`src/rtl/gpu_pkg.sv`:
```
`timescale 1ns/1ps
`default_nettype none
// ============================================================================
//  Module      : gpu_pkg
//  Description : Shared encodings for the core scheduler state and the
//                instruction fetcher state.
//  Revision    : 1.0  initial release
// ============================================================================
package gpu_pkg;

    // Core scheduler states the fetcher reacts to
    typedef logic [2:0] core_state_t;
    localparam core_state_t c_core_fetch  = 3'b001;
    localparam core_state_t c_core_decode = 3'b010;

    // Fetcher state, as seen by the core on fetcher_state
    typedef logic [2:0] fetcher_state_t;
    localparam fetcher_state_t c_fs_idle     = 3'b000;
    localparam fetcher_state_t c_fs_fetching = 3'b001;
    localparam fetcher_state_t c_fs_fetched  = 3'b010;

endpackage : gpu_pkg
`default_nettype wire

```
`src/rtl/fetch_queue.sv`:
```
`timescale 1ns/1ps
`default_nettype none
// ============================================================================
//  Module      : fetch_queue
//  Description : Circular {addr, data} FIFO holding prefetched instructions.
//                Flush wins over push and pop; DEPTH need not be a power
//                of two, so pointers wrap explicitly.
//  Revision    : 1.0  initial release
// ============================================================================
module fetch_queue #(
    parameter int DEPTH = 4,
    parameter int A     = 8,
    parameter int D     = 16
) (
    input  logic                         clk,
    input  logic                         reset,
    input  logic                         push,
    input  logic [A-1:0]                 push_addr,
    input  logic [D-1:0]                 push_data,
    input  logic                         pop,
    input  logic                         flush,
    output logic                         head_valid,
    output logic [A-1:0]                 head_addr,
    output logic [D-1:0]                 head_data,
    output logic [$clog2(DEPTH+1)-1:0]   count
);

    localparam int c_ptr_w = (DEPTH > 1) ? $clog2(DEPTH) : 1;
    localparam int c_cnt_w = $clog2(DEPTH + 1);

    logic [A-1:0]       r_addr_mem [DEPTH];
    logic [D-1:0]       r_data_mem [DEPTH];
    logic [c_ptr_w-1:0] r_rd_ptr;
    logic [c_ptr_w-1:0] r_wr_ptr;
    logic [c_cnt_w-1:0] r_count;
    logic               w_do_push;
    logic               w_do_pop;

    function automatic logic [c_ptr_w-1:0] ptr_inc(input logic [c_ptr_w-1:0] p);
        return (p == c_ptr_w'(DEPTH - 1)) ? '0 : p + 1'b1;
    endfunction

    assign w_do_push  = push && (r_count != c_cnt_w'(DEPTH));
    assign w_do_pop   = pop && (r_count != '0);
    assign head_valid = (r_count != '0);
    assign head_addr  = r_addr_mem[r_rd_ptr];
    assign head_data  = r_data_mem[r_rd_ptr];
    assign count      = r_count;

    // Pointer and occupancy tracking; flush empties the queue in one cycle
    always_ff @(posedge clk) begin
        if (reset || flush) begin
            r_rd_ptr <= '0;
            r_wr_ptr <= '0;
            r_count  <= '0;
        end else begin
            if (w_do_push) r_wr_ptr <= ptr_inc(r_wr_ptr);
            if (w_do_pop)  r_rd_ptr <= ptr_inc(r_rd_ptr);
            case ({w_do_push, w_do_pop})
                2'b10:   r_count <= r_count + 1'b1;
                2'b01:   r_count <= r_count - 1'b1;
                default: r_count <= r_count;
            endcase
        end
    end

    // Entry storage; contents beyond count are don't-care so no reset needed
    always_ff @(posedge clk) begin
        if (w_do_push && !flush && !reset) begin
            r_addr_mem[r_wr_ptr] <= push_addr;
            r_data_mem[r_wr_ptr] <= push_data;
        end
    end

endmodule : fetch_queue
`default_nettype wire

```
`src/rtl/prefetch_fetcher.sv`:
```
`timescale 1ns/1ps
`default_nettype none
// ============================================================================
//  Module      : prefetch_fetcher
//  Description : Per-core instruction fetcher that streams sequential
//                instructions into a small queue while the core works, so a
//                FETCH at the queue head completes in one cycle.
//  Revision    : 1.0  initial release
// ============================================================================
module prefetch_fetcher
    import gpu_pkg::*;
#(
    parameter int PROG_MEM_ADDR_BITS = 8,
    parameter int PROG_MEM_DATA_BITS = 16,
    parameter int DEPTH              = 4
) (
    input  logic                          clk,
    input  logic                          reset,
    input  logic [2:0]                    core_state,
    input  logic [PROG_MEM_ADDR_BITS-1:0] current_pc,
    input  logic                          prefetch_en,
    output logic                          mem_read_ask,
    output logic [PROG_MEM_ADDR_BITS-1:0] mem_read_address,
    input  logic                          mem_read_get,
    input  logic [PROG_MEM_DATA_BITS-1:0] mem_read_data,
    output logic [2:0]                    fetcher_state,
    output logic [PROG_MEM_DATA_BITS-1:0] instr
);

    localparam int c_a     = PROG_MEM_ADDR_BITS;
    localparam int c_d     = PROG_MEM_DATA_BITS;
    localparam int c_cnt_w = $clog2(DEPTH + 1);

    fetcher_state_t     r_state;
    fetcher_state_t     w_state_next;
    logic               r_ask;
    logic [c_a-1:0]     r_addr;
    logic               r_stale;
    logic               r_demand;
    logic [c_a-1:0]     r_next_pf;
    logic [c_d-1:0]     r_instr;

    logic               w_head_valid;
    logic [c_a-1:0]     w_head_addr;
    logic [c_d-1:0]     w_head_data;
    logic [c_cnt_w-1:0] w_count;
    logic [c_cnt_w:0]   w_occupancy;

    logic               w_is_fetch;
    logic               w_hit;
    logic               w_trail;
    logic               w_pop;
    logic               w_flush;
    logic               w_take;
    logic               w_get;
    logic               w_push;
    logic               w_can_issue;
    logic               w_issue_demand;
    logic               w_issue_pf;
    logic               w_issue;
    logic [c_a-1:0]     w_issue_addr;

    fetch_queue #(
        .DEPTH (DEPTH),
        .A     (c_a),
        .D     (c_d)
    ) u_queue (
        .clk        (clk),
        .reset      (reset),
        .push       (w_push),
        .push_addr  (r_addr),
        .push_data  (mem_read_data),
        .pop        (w_pop),
        .flush      (w_flush),
        .head_valid (w_head_valid),
        .head_addr  (w_head_addr),
        .head_data  (w_head_data),
        .count      (w_count)
    );

    assign w_is_fetch = (core_state == c_core_fetch);
    assign w_hit      = w_head_valid && (w_head_addr == current_pc);
    // Queue empty but the in-flight request is exactly the one wanted
    assign w_trail    = !w_head_valid && r_ask && (r_addr == current_pc);

    // A response only counts while a request is outstanding; one landing on
    // a flush cycle belongs to the abandoned stream and is dropped.
    assign w_get  = r_ask && mem_read_get;
    assign w_push = w_get && !r_stale && !w_flush;

    // Issue arbiter: demand refill beats prefetch, nothing issues on a flush
    assign w_occupancy    = {1'b0, w_count} + {{c_cnt_w{1'b0}}, r_ask};
    assign w_can_issue    = !r_ask && !w_flush;
    assign w_issue_demand = w_can_issue && r_demand;
    assign w_issue_pf     = w_can_issue && !r_demand && prefetch_en &&
                            (w_occupancy < (c_cnt_w + 1)'(DEPTH));
    assign w_issue        = w_issue_demand || w_issue_pf;
    assign w_issue_addr   = w_issue_demand ? current_pc : r_next_pf;

    // FSM state register
    always_ff @(posedge clk) begin
        if (reset) r_state <= c_fs_idle;
        else       r_state <= w_state_next;
    end

    // FSM next-state logic
    always_comb begin
        w_state_next = r_state;
        case (r_state)
            c_fs_idle:     if (w_is_fetch) w_state_next = w_hit ? c_fs_fetched : c_fs_fetching;
            c_fs_fetching: if (w_head_valid) w_state_next = c_fs_fetched;
            c_fs_fetched:  if (core_state == c_core_decode) w_state_next = c_fs_idle;
            default:       w_state_next = c_fs_idle;
        endcase
    end

    // FSM outputs: queue pop/flush and instruction capture
    always_comb begin
        w_pop   = 1'b0;
        w_flush = 1'b0;
        w_take  = 1'b0;
        case (r_state)
            c_fs_idle: begin
                if (w_is_fetch) begin
                    if (w_hit) begin
                        w_pop  = 1'b1;
                        w_take = 1'b1;
                    end else if (!w_trail) begin
                        w_flush = 1'b1;
                    end
                end
            end
            c_fs_fetching: begin
                w_pop  = w_head_valid;
                w_take = w_head_valid;
            end
            default: ;
        endcase
    end

    // Request handshake, prefetch pointer, demand-pending and stale tracking
    always_ff @(posedge clk) begin
        if (reset) begin
            r_ask     <= 1'b0;
            r_addr    <= '0;
            r_stale   <= 1'b0;
            r_demand  <= 1'b0;
            r_next_pf <= '0;
        end else begin
            if (w_get) begin
                r_ask <= 1'b0;
            end else if (w_issue) begin
                r_ask  <= 1'b1;
                r_addr <= w_issue_addr;
            end

            if (w_flush) begin
                r_next_pf <= current_pc;
                r_demand  <= 1'b1;
            end else if (w_issue) begin
                r_next_pf <= w_issue_addr + 1'b1;
                if (w_issue_demand) r_demand <= 1'b0;
            end

            if (w_get)                r_stale <= 1'b0;
            else if (w_flush && r_ask) r_stale <= 1'b1;
        end
    end

    // Instruction register, held stable while FETCHED
    always_ff @(posedge clk) begin
        if (reset)       r_instr <= '0;
        else if (w_take) r_instr <= w_head_data;
    end

    assign mem_read_ask     = r_ask;
    assign mem_read_address = r_addr;
    assign fetcher_state    = r_state;
    assign instr            = r_instr;

endmodule : prefetch_fetcher
`default_nettype wire

```
`config.mk`:
```
export PLATFORM = sky130hd
export DESIGN_NAME = prefetch_fetcher
export DESIGN_NICKNAME = d
export VERILOG_FILES = /design/src/rtl/gpu_pkg.sv /design/src/rtl/fetch_queue.sv /design/src/rtl/prefetch_fetcher.sv
export SDC_FILE = /design/constraint.sdc
export NUM_CORES = 1
export LEC_CHECK = 0
export BUFFER_PORTS_ARGS = -buffer_cell sky130_fd_sc_hd__buf_2
export CAP_MARGIN = 30
export CORE_ASPECT_RATIO = 1.4
export CORE_UTILIZATION = 50
export DETAILED_ROUTE_END_ITERATION = 12
export GPL_ROUTABILITY_DRIVEN = 1
export PLACE_DENSITY = 0.71
export SLEW_MARGIN = 20
export SYNTH_ARGS = -nofsm -noshare
export SYNTH_HDL_FRONTEND = slang
export SYNTH_SLANG_ARGS = --single-unit
```
`constraint.sdc`:
```
create_clock -name clk -period 8 [get_ports clk]
set_input_delay 1.2 -clock clk [delete_from_list [all_inputs] [get_ports clk]]
set_output_delay 1.2 -clock clk [all_outputs]
set_load 0.05 [all_outputs]
```
======== Word level (Yosys, flattened, before mapping) ========
Memory sizes are Yosys's and may differ from the RTL's. A register that Yosys moved wholly into a read port is not among the register bits.
Index checks and enable logic that the tools add are counted.
cells by class
  add/sub/neg operators ................... 6
  $lt $le $gt $ge ......................... 1
  equal/unequal tests ..................... 14
  multiplexer cells ....................... 25
  bitwise logic cells ..................... 1
  reduce and logical (&&, ||, !) cells .... 33
operator list
  cell                                                         number
  two-way mux 8 bit                                            3
  == test 8 bit                                                2
  logical AND 1 bit                                            16
  two-way mux 1 bit                                            11
  two-way mux 2 bit                                            5
  two-way mux 3 bit                                            3
  case mux 3 bit (3 select lines)                              1
  adder 8 x 1 -> 8 bit (second input constant)                 1
  == test 2 bit (second input constant)                        3
  == test 3 x 1 -> 1 bit (second input constant)               2
  == test 3 x 2 -> 1 bit (second input constant)               2
  zero test 1 bit                                              6
  != test 2 bit (second input constant)                        3
  case mux 3 bit (2 select lines)                              1
  nonzero test 2 bit                                           3
  adder 2 x 1 -> 2 bit (second input constant)                 2
  adder 3 x 1 -> 4 bit                                         1
  less-than comparator 4 x 3 -> 1 bit (second input constant)  1
  AND reduction 2 bit                                          2
  adder 3 x 1 -> 3 bit (second input constant)                 1
  zero test 3 bit                                              1
  != test 3 bit (second input constant)                        1
  AND reduction 3 bit                                          1
  nonzero test 3 bit                                           1
  6 further kinds                                              7
storage, ports and cells
  flip-flop bits (word level) ............. 29
  RAM bits ................................ 96
  input bits .............................. 31
  output and inout bits ................... 28
  word-level logic and storage cells ...... 91
  memories kept ........................... 2
memory list
  name                words  width  rd ports  clocked after memory_dff  wr ports  line               source
  u_queue.r_data_mem  4      16     1         1                         1         fetch_queue.sv:32  logic [D-1:0] r_data_mem [DEPTH];
  u_queue.r_addr_mem  4      8      1         1                         1         fetch_queue.sv:31  logic [A-1:0] r_addr_mem [DEPTH];

======== Depth between registers and ports, before layout ========
Gate-level depths: netlist (run 1).
  depth after elaboration ................. 16
  gate-level depth with buffers ........... 16
  gate-level depth less buffers ........... 14

======== Modules after synthesis ========
Synthesis (run 1) repeated with hierarchy kept, for this count alone.
second synthesis, totals
  cells, all modules ...................... 418
  area total of the unflattened synthesis .. 6130.9 sq um
modules (own cells, without submodules)
  module            times used  cells an instance  area an instance (sq um)  sequential area each (sq um)
  fetch_queue       1           181                3970.1                    3062.9
  prefetch_fetcher  1           237                2160.8                    740.7

======== Worst setup path before layout (run 1) ========
No wires, ideal clock.
  path type ............................... input-to-reg
  from .................................... input current_pc[5]
  to ...................................... register r_next_pf[4]
  setup time .............................. 0.132 ns
  arrival time ............................ 3.628 ns
  data required time ...................... 7.868 ns
  path slack .............................. 4.239 ns
  stages on the path ...................... 13
  buffers on the path ..................... 2
  cells stage by stage .................... clkbuf_1 -> inv_1 -> o2111ai_1 -> mux2i_1 -> a21oi_1 -> clkbuf_1 -> o21ai_0 -> nand2_1 -> ha_1 -> and3_1 -> nand3_1 -> a2111oi_2 -> a211oi_2
on the way
  cells in the longest elaborated chain, start to end .. 13
  elaborated cells on any way between the ends .. 20
  classes of those cells .................. add/sub: 1; eq/ne: 2; mux: 7; reduce/logical: 10
ends and longest elaborated chain
  item                       line                     source
  start: declaration         prefetch_fetcher.sv:20   input logic [PROG_MEM_ADDR_BITS-1:0] current_pc,
  == test 8 bit              prefetch_fetcher.sv:84   assign w_trail = !w_head_valid && r_ask && (r_addr == current_pc);
  logical AND 1 bit          prefetch_fetcher.sv:84
  two-way mux 1 bit          prefetch_fetcher.sv:128  end else if (!w_trail) begin
  two-way mux 1 bit (*)      prefetch_fetcher.sv:125  if (w_hit) begin
  two-way mux 1 bit (*)      prefetch_fetcher.sv:124  if (w_is_fetch) begin
  two-way mux 1 bit (*)      prefetch_fetcher.sv:122  case (r_state)
  zero test 1 bit (*)        prefetch_fetcher.sv:93   assign w_can_issue = !r_ask && !w_flush;
  logical AND 1 bit (*)      prefetch_fetcher.sv:93
  logical AND 1 bit (*)      prefetch_fetcher.sv:94   assign w_issue_demand = w_can_issue && r_demand;
  two-way mux 8 bit (*)      prefetch_fetcher.sv:98   assign w_issue_addr = w_issue_demand ? current_pc : r_next_pf;
  named net w_issue_addr[1]  prefetch_fetcher.sv:61   logic [c_a-1:0] w_issue_addr;
  adder 8 x 1 -> 8 bit (*)   prefetch_fetcher.sv:161  r_next_pf <= w_issue_addr + 1'b1;
  two-way mux 8 bit (*)      prefetch_fetcher.sv:160  end else if (w_issue) begin
  two-way mux 8 bit (*)      prefetch_fetcher.sv:157  if (w_flush) begin
  end signal: assignment     prefetch_fetcher.sv:158  r_next_pf <= current_pc;
  end signal: assignment     prefetch_fetcher.sv:161
  end: declaration           prefetch_fetcher.sv:40   logic [c_a-1:0] r_next_pf;
The timed path passes the listed nets; every way through them passes the cells marked *. The select of a mux whose other input is x is not followed.
A chain may end at the register's enable or synchronous reset.

==> results.yml, run 1 <==
outcome:
  status: "complete, no violations"
synthesis:
  synth-xor-area-share: 0.0400
  synth-simple-area-share: 0.0948
  synth_area_leaders: "edfxtp_1 (47%), dfxtp_1 (15%), mux4_2 (7.3%), mux2i_1 (5.2%), nor2_1 (3.0%)"
  synth_top_cell_by_area: "edfxtp_1"
  synth.distinct_cells: 56
  yosys.area_share.adder: 0.0175
  synth-edff-count: 96
  synth-compound-area-share: 0.0702
  netlist_area_um2: 6130
  synth_top_family_by_area: "multiplexers"
  synth_cells: 451
  yosys_register_bits: 142
  yosysWarnings: 0
  muxShareOfSynthArea: 0.129
  async_flop_share: 0
  syn_avg_cell_area_um2: 13.6
  synth.net_count: 490
  synth_top_flop_cell: "edfxtp_1"
  seq_area_frac_synth: 0.620
  synth_top_area_frac: 0.470
cells_and_area:
  drive_gt1_frac: 0.250
  finalNonFillerCells: 666
  finalInstanceArea_um2: 7120
  fillers: 946
  layout.nets: 545
  antennaDiodeCount: 0
  syn_to_final_growth_pct: 16.1
pwr:
  vdd_ir_drop_max_mv: 0.153
  pwr_density_cell_nw_per_um2: 239
  p_leak_uw: 0.00243
worst_setup_path:
  worstSetupPathType: "register to register"
  critPathRequiredTime_ns: 8.29
  reg2reg_depth: 14
  critPathArrivalTime_ns: 4.21
  crit_fanout: 16
  path_cells: "mux2i_1, xor2_1, o2111ai_1, mux2i_1, a21oi_1, buf_4, nor2_4, nand2_1, nand2_1, ha_1, and3_1, nand3_1, a2111oi_2, a211oi_2"
  startpoint_type: "register"
  crit_slowest_cell: "dfxtp_1"
  slowest_delay_ns: 0.75
  worstSetupEndpointType: "register"
routing:
  first_pass_iters: 5
  detail-route-antenna-nets: 0
  drtIter0Drc: 276
  via_count: 3911
  vias_per_cell: 5.87
  wl_um: 12700
  drc: 0
  wl_per_cell_um: 19.1
sta:
  fmax_mhz: 255
  maxSlewViolCount: 0
  fin_setup_tns_ns: 0
  hold_viol: 0
  fin_crit_ns: 3.92
  hold_slack_ns: 0.496
  worst_pin_slew_ns: 0.878
  finClkSkew_ns: 0.0120
  slew-limit-headroom: 0.414
  period_share: 0.489
  rsz0062_at_grt: "no"
  setup_viol: 0
cts:
  cts_resized: 0
  cts.root.buffer_cell: "clkbuf_16"
  cts_sinks: 142
  clk-insertion-delay-late_ns: 0.41
  cts_hold_buf: 0
  clockBufferDepth: 2
  numCtsBuffers: 17
  clkSlewWorstSetupHoldPaths_ns: 0.06
  post_cts_buffers: 0
  cts_tree: "yes"
  htreeDepth: 4
floorplanning:
  start_util: 0.516
  dieArea_um2: 12700
  rows: 47
  die_y_um: 133
  die_x_um: 95.6
  io_pins: 59
  core_um2: 11900
worst_hold_path:
  whs_path_depth: 2
  hp-class: "register to register"
global_route:
  grt_max_degree: 41
  met1_usage: 0.255
  antenna_found_initial: 0
  grt-ovfl-total: 0
  grt_pass1_vias: 3932
  grtUsageMet2: 0.374
  grt_pass1_wl_um: 20300
  grt_busiest_layer: "met2"
  grt_usage: 0.217
  use_met3: 0.0575
place:
  dp_hpwl_um: 8040
  routabilityCongestion: 0.879
  numPlacedInstances: 634
  place_area_um2: 6540
  portBuffers: 57
job:
  drv_cap: 0
[layer usage]
layer	share of wire	up-vias
met4	0.025	0
met2	0.52	170
met3	0.061	30
met5	0	-
li1	-	1796
met1	0.40	1915
[cell usage in the layout (no fill, tap or decap), types with 6 or more instances in the layout]
cell	count
a21oi_1	9
a311oi_1	10
buf_2	57
buf_4	9
clkbuf_16	17
dfxtp_1	46
edfxtp_1	96
ha_1	7
inv_1	8
mux2i_1	32
mux4_2	20
nand2_1	27
nand3_1	11
nor2_1	48
nor3_1	6
o21ai_0	15
xnor2_1	19
xor2_1	9
[path summary, 6_finish.rpt]
kind,start,to,slack [ns]
worst min register to register,instr[2],instr[2],0.50
worst min-delay path,instr[2],instr[2],0.50
worst max-delay path,register,r_next_pf[4],4.08
worst max register to register,register,r_next_pf[4],4.08
[metrics by stage]
step / utilization / worst slack (ns) / total power, uW
4_1_cts: 0.600 / 4.10 / 1720
3_5_place_dp: 0.550 / 3.77 / 945
2_1_floorplan: - / 4.24 / 908
3_3_place_gp: 0.550 / 3.93 / 942
5_1_grt: 0.600 / 3.85 / 1760
6_report: 0.600 / 4.08 / 1700
[power breakdown]
part	internal (uW)	switching, uW
logic	39.5	74.3
registers	798	18.3
clock network	464	310
[registers in the layout (all words and copies together) (netlist names), named ones only]
register            flops
fetcher_state           2
instr                  16
u_queue.count           3
mem_read_ask            1
r_stale                 1
r_next_pf               8
u_queue.r_rd_ptr        2
u_queue.r_wr_ptr        2
r_demand                1
mem_read_address        8
u_queue.r_addr_mem     32
u_queue.r_data_mem     64
[cell families after synthesis]
logic type | count (synthesis)
xor gates and xnor gates | 28
AOI/OAI and AO/OA | 58
muxes | 54
other | 1
buffers and inverters | 38
DFF | 142
and+or+nand+nor | 122
adders and majority gates | 8
[worst max-delay path: cells and delay by family, from the launching register on]
kind / cells / cell delay (ns)
compound gates: 4 / 0.79
buf+inv: 1 / 0.19
flops: 1 / 0.75
xor+xnor: 1 / 0.17
simple gates: 5 / 1.01
fa+ha+maj: 1 / 0.22
mux: 2 / 0.64
[synth_stat cells, drive strengths merged, types with 2 or more instances]
| master | number |
|---|---|
| mux2 | 2 |
| xor2 | 9 |
| nor2 | 51 |
| edfxtp | 96 |
| mux2i | 32 |
| a211oi | 2 |
| o2111ai | 2 |
| mux4 | 20 |
| nand2b | 3 |
| and2 | 5 |
| nor4 | 2 |
| or3 | 3 |
| nor3 | 7 |
| buf | 12 |
| nand4 | 3 |
| nand2 | 27 |
| a311oi | 10 |
| a2111oi | 2 |
| ha | 7 |
| a21oi | 10 |
| nand3 | 11 |
| clkbuf | 18 |
| a21boi | 2 |
| and3 | 4 |
| o21bai | 2 |
| a32oi | 2 |
| dfxtp | 46 |
| xnor2 | 19 |
| o21ai | 17 |
| o22ai | 3 |
| inv | 8 |
[cell type report]
| cell class | count | area (um^2) | share of cell area |
|---|---|---|---|
| Clock buffer | 17 | 425 | 0.0597 |
| Multi-Input combinational cell | 271 | 2160 | 0.304 |
| Clock inverter | 15 | 163 | 0.0228 |
| Tap cell | 147 | 184 | 0.0258 |
| Inverter | 8 | 30.0 | 0.00422 |
| Sequential cell | 142 | 3800 | 0.534 |
| Timing Repair Buffer | 66 | 353 | 0.0495 |
(Power assumes the default switching activity.)
==> run 2: changes to the inputs <==
Clock period 8 ns to 3.7 ns, I/O delays scaled along.
==> run 2 against run 1 <==
  * First-iteration DRC count down 25%
  * Cell count up 0.75%
  * Non-clock buffer count up 5
  * Power up 110%
  * Sequential power up 120%
  * Clock skew down 0.0019 ns
  * Design area up 0.28%
  * Maximum frequency up 14%
  * Via count up 1.0%
==> results.yml, run 2 (synthesized netlist as in run 1, its figures left out) <==
worst_setup_path:
  worstSetupPathType: "register to register"
  ff2ff_setup_slack_ns: 0.26
  crit_slowest_cell: "dfxtp_1"
  critPathRequiredTime_ns: 3.99
  startpoint_type: "register"
  worstSetupEndpointType: "register"
  slowest_delay_ns: 0.47
  reg2reg_depth: 14
  crit_fanout: 7
  path_cells: "buf_4, mux2i_1, xor2_1, o2111ai_1, mux2i_1, a21oi_1, nor2_4, nand2_1, nand2_1, ha_1, and3_1, nand3_1, a2111oi_2, a211oi_2"
  critPathArrivalTime_ns: 3.72
outcome:
  status: "complete, no violations"
global_route:
  grt_pass1_vias: 4153
  grt_pass1_wl_um: 20800
  grt_usage: 0.223
  grt_max_degree: 29
  grt-ovfl-total: 0
  antenna_found_initial: 0
routing:
  drc: 0
  detail-route-antenna-nets: 0
  wl_per_cell_um: 19.7
  first_pass_iters: 4
  wl_um: 13200
  vias_per_cell: 5.89
  drtIter0Drc: 206
  via_count: 3950
pwr:
  pwr_density_cell_nw_per_um2: 509
  vdd_ir_drop_max_mv: 0.387
  p_leak_uw: 0.00245
sta:
  slew-limit-headroom: 0.392
  hold_viol: 0
  rsz0062_at_grt: "no"
  worst_pin_slew_ns: 0.911
  finClkSkew_ns: 0.0101
  setup_viol: 0
  period_share: 0.929
  finalWorstSetupSlack_ns: 0.262
  fin_crit_ns: 3.44
  fmax_mhz: 291
  maxSlewViolCount: 0
  fin_setup_tns_ns: 0
cts:
  clockBufferDepth: 2
  cts.root.buffer_cell: "clkbuf_16"
  cts_hold_buf: 0
  clkSlewWorstSetupHoldPaths_ns: 0.06
  post_cts_buffers: 0
  numCtsBuffers: 17
  cts_sinks: 142
  cts_tree: "yes"
  clk-insertion-delay-late_ns: 0.41
  htreeDepth: 4
cells_and_area:
  layout_common_cells: "edfxtp_1 (96), buf_2 (57), nor2_1 (48)"
  antennaDiodeCount: 0
  fin_util: 0.601
  largest_reg_flops: 64
  layout.nets: 550
  layout_commonest_cell: "edfxtp_1"
  syn_to_final_growth_pct: 16.4
  drive_gt1_frac: 0.263
  fillers: 948
  top_register: "u_queue.r_data_mem"
floorplanning:
  dieArea_um2: 12700
  die_x_um: 95.6
  rows: 47
  io_pins: 59
  die_y_um: 133
  start_util: 0.516
  core_um2: 11900
place:
  routabilityCongestion: 0.879
  pre_cts_ws_ns: 0.282
  dp_hpwl_um: 8740
  portBuffers: 57
worst_hold_path:
  hp-class: "primary input to register"
  whs_path_depth: 1
job:
  drv_cap: 0
[run 2: report_power, final]
group / internal [uW] / switching [uW]
combinational: 87.3 / 162
sequential: 1730 / 41.5
clock: 952 / 666
total: 2770 / 869
[run 2: layout make-up]
cell class                 count  area (um^2)  area share
clock buffer                  18          439      0.0615
clock inverter                14          130      0.0182
inverter                       8         30.0     0.00420
multi-input combinational    271         2160       0.303
sequential                   142         3800       0.533
tap                          147          184      0.0257
timing repair buffer          71          390      0.0547
[run 2: metrics by stage]
stage / total power, uW / cell area [um^2] / hold slack [ns] / std cells
after floorplan: 1960 / 6130 / 0.472 / 451
after global placement: 2040 / 6570 / 0.472 / 639
after detailed placement: 2050 / 6570 / 0.482 / 639
after CTS: 3660 / 7140 / 0.340 / 671
after global routing: 3750 / 7140 / 0.340 / 671
final: 3640 / 7140 / 0.354 / 671
[run 2: worst max-delay path, delay by kind of cell, from the launching register on]
family	cells	cell delay (ns)
buffers and inverters	1	0.24
AND/OR/NAND/NOR	5	0.77
XOR/XNOR	1	0.20
flip-flops	1	0.47
adder cells (fa/ha/maj)	1	0.22
multiplexers	2	0.55
AO/OA/AOI/OAI	4	0.87
[run 2: worst paths after layout]
| path | start | end |
|---|---|---|
| min | mem_read_data[15] | u_queue.r_data_mem[1][15] |
| max | register | r_next_pf[4] |
| min reg2reg | instr[9] | instr[9] |
| max reg2reg | register | r_next_pf[4] |
[run 2: what timing repair did]
action,in CTS,in global routing
gates resized for setup,0,1
endpoints found under the hold margin,0,0
setup endpoints to repair,0,1
[run 2: routing by layer]
metal,vias up,track usage,part of all wire
met2,136,0.393,0.54
met5,-,0,0
met3,24,0.0615,0.053
met1,1984,0.244,0.38
li1,1806,-,-
met4,0,0.103,0.024
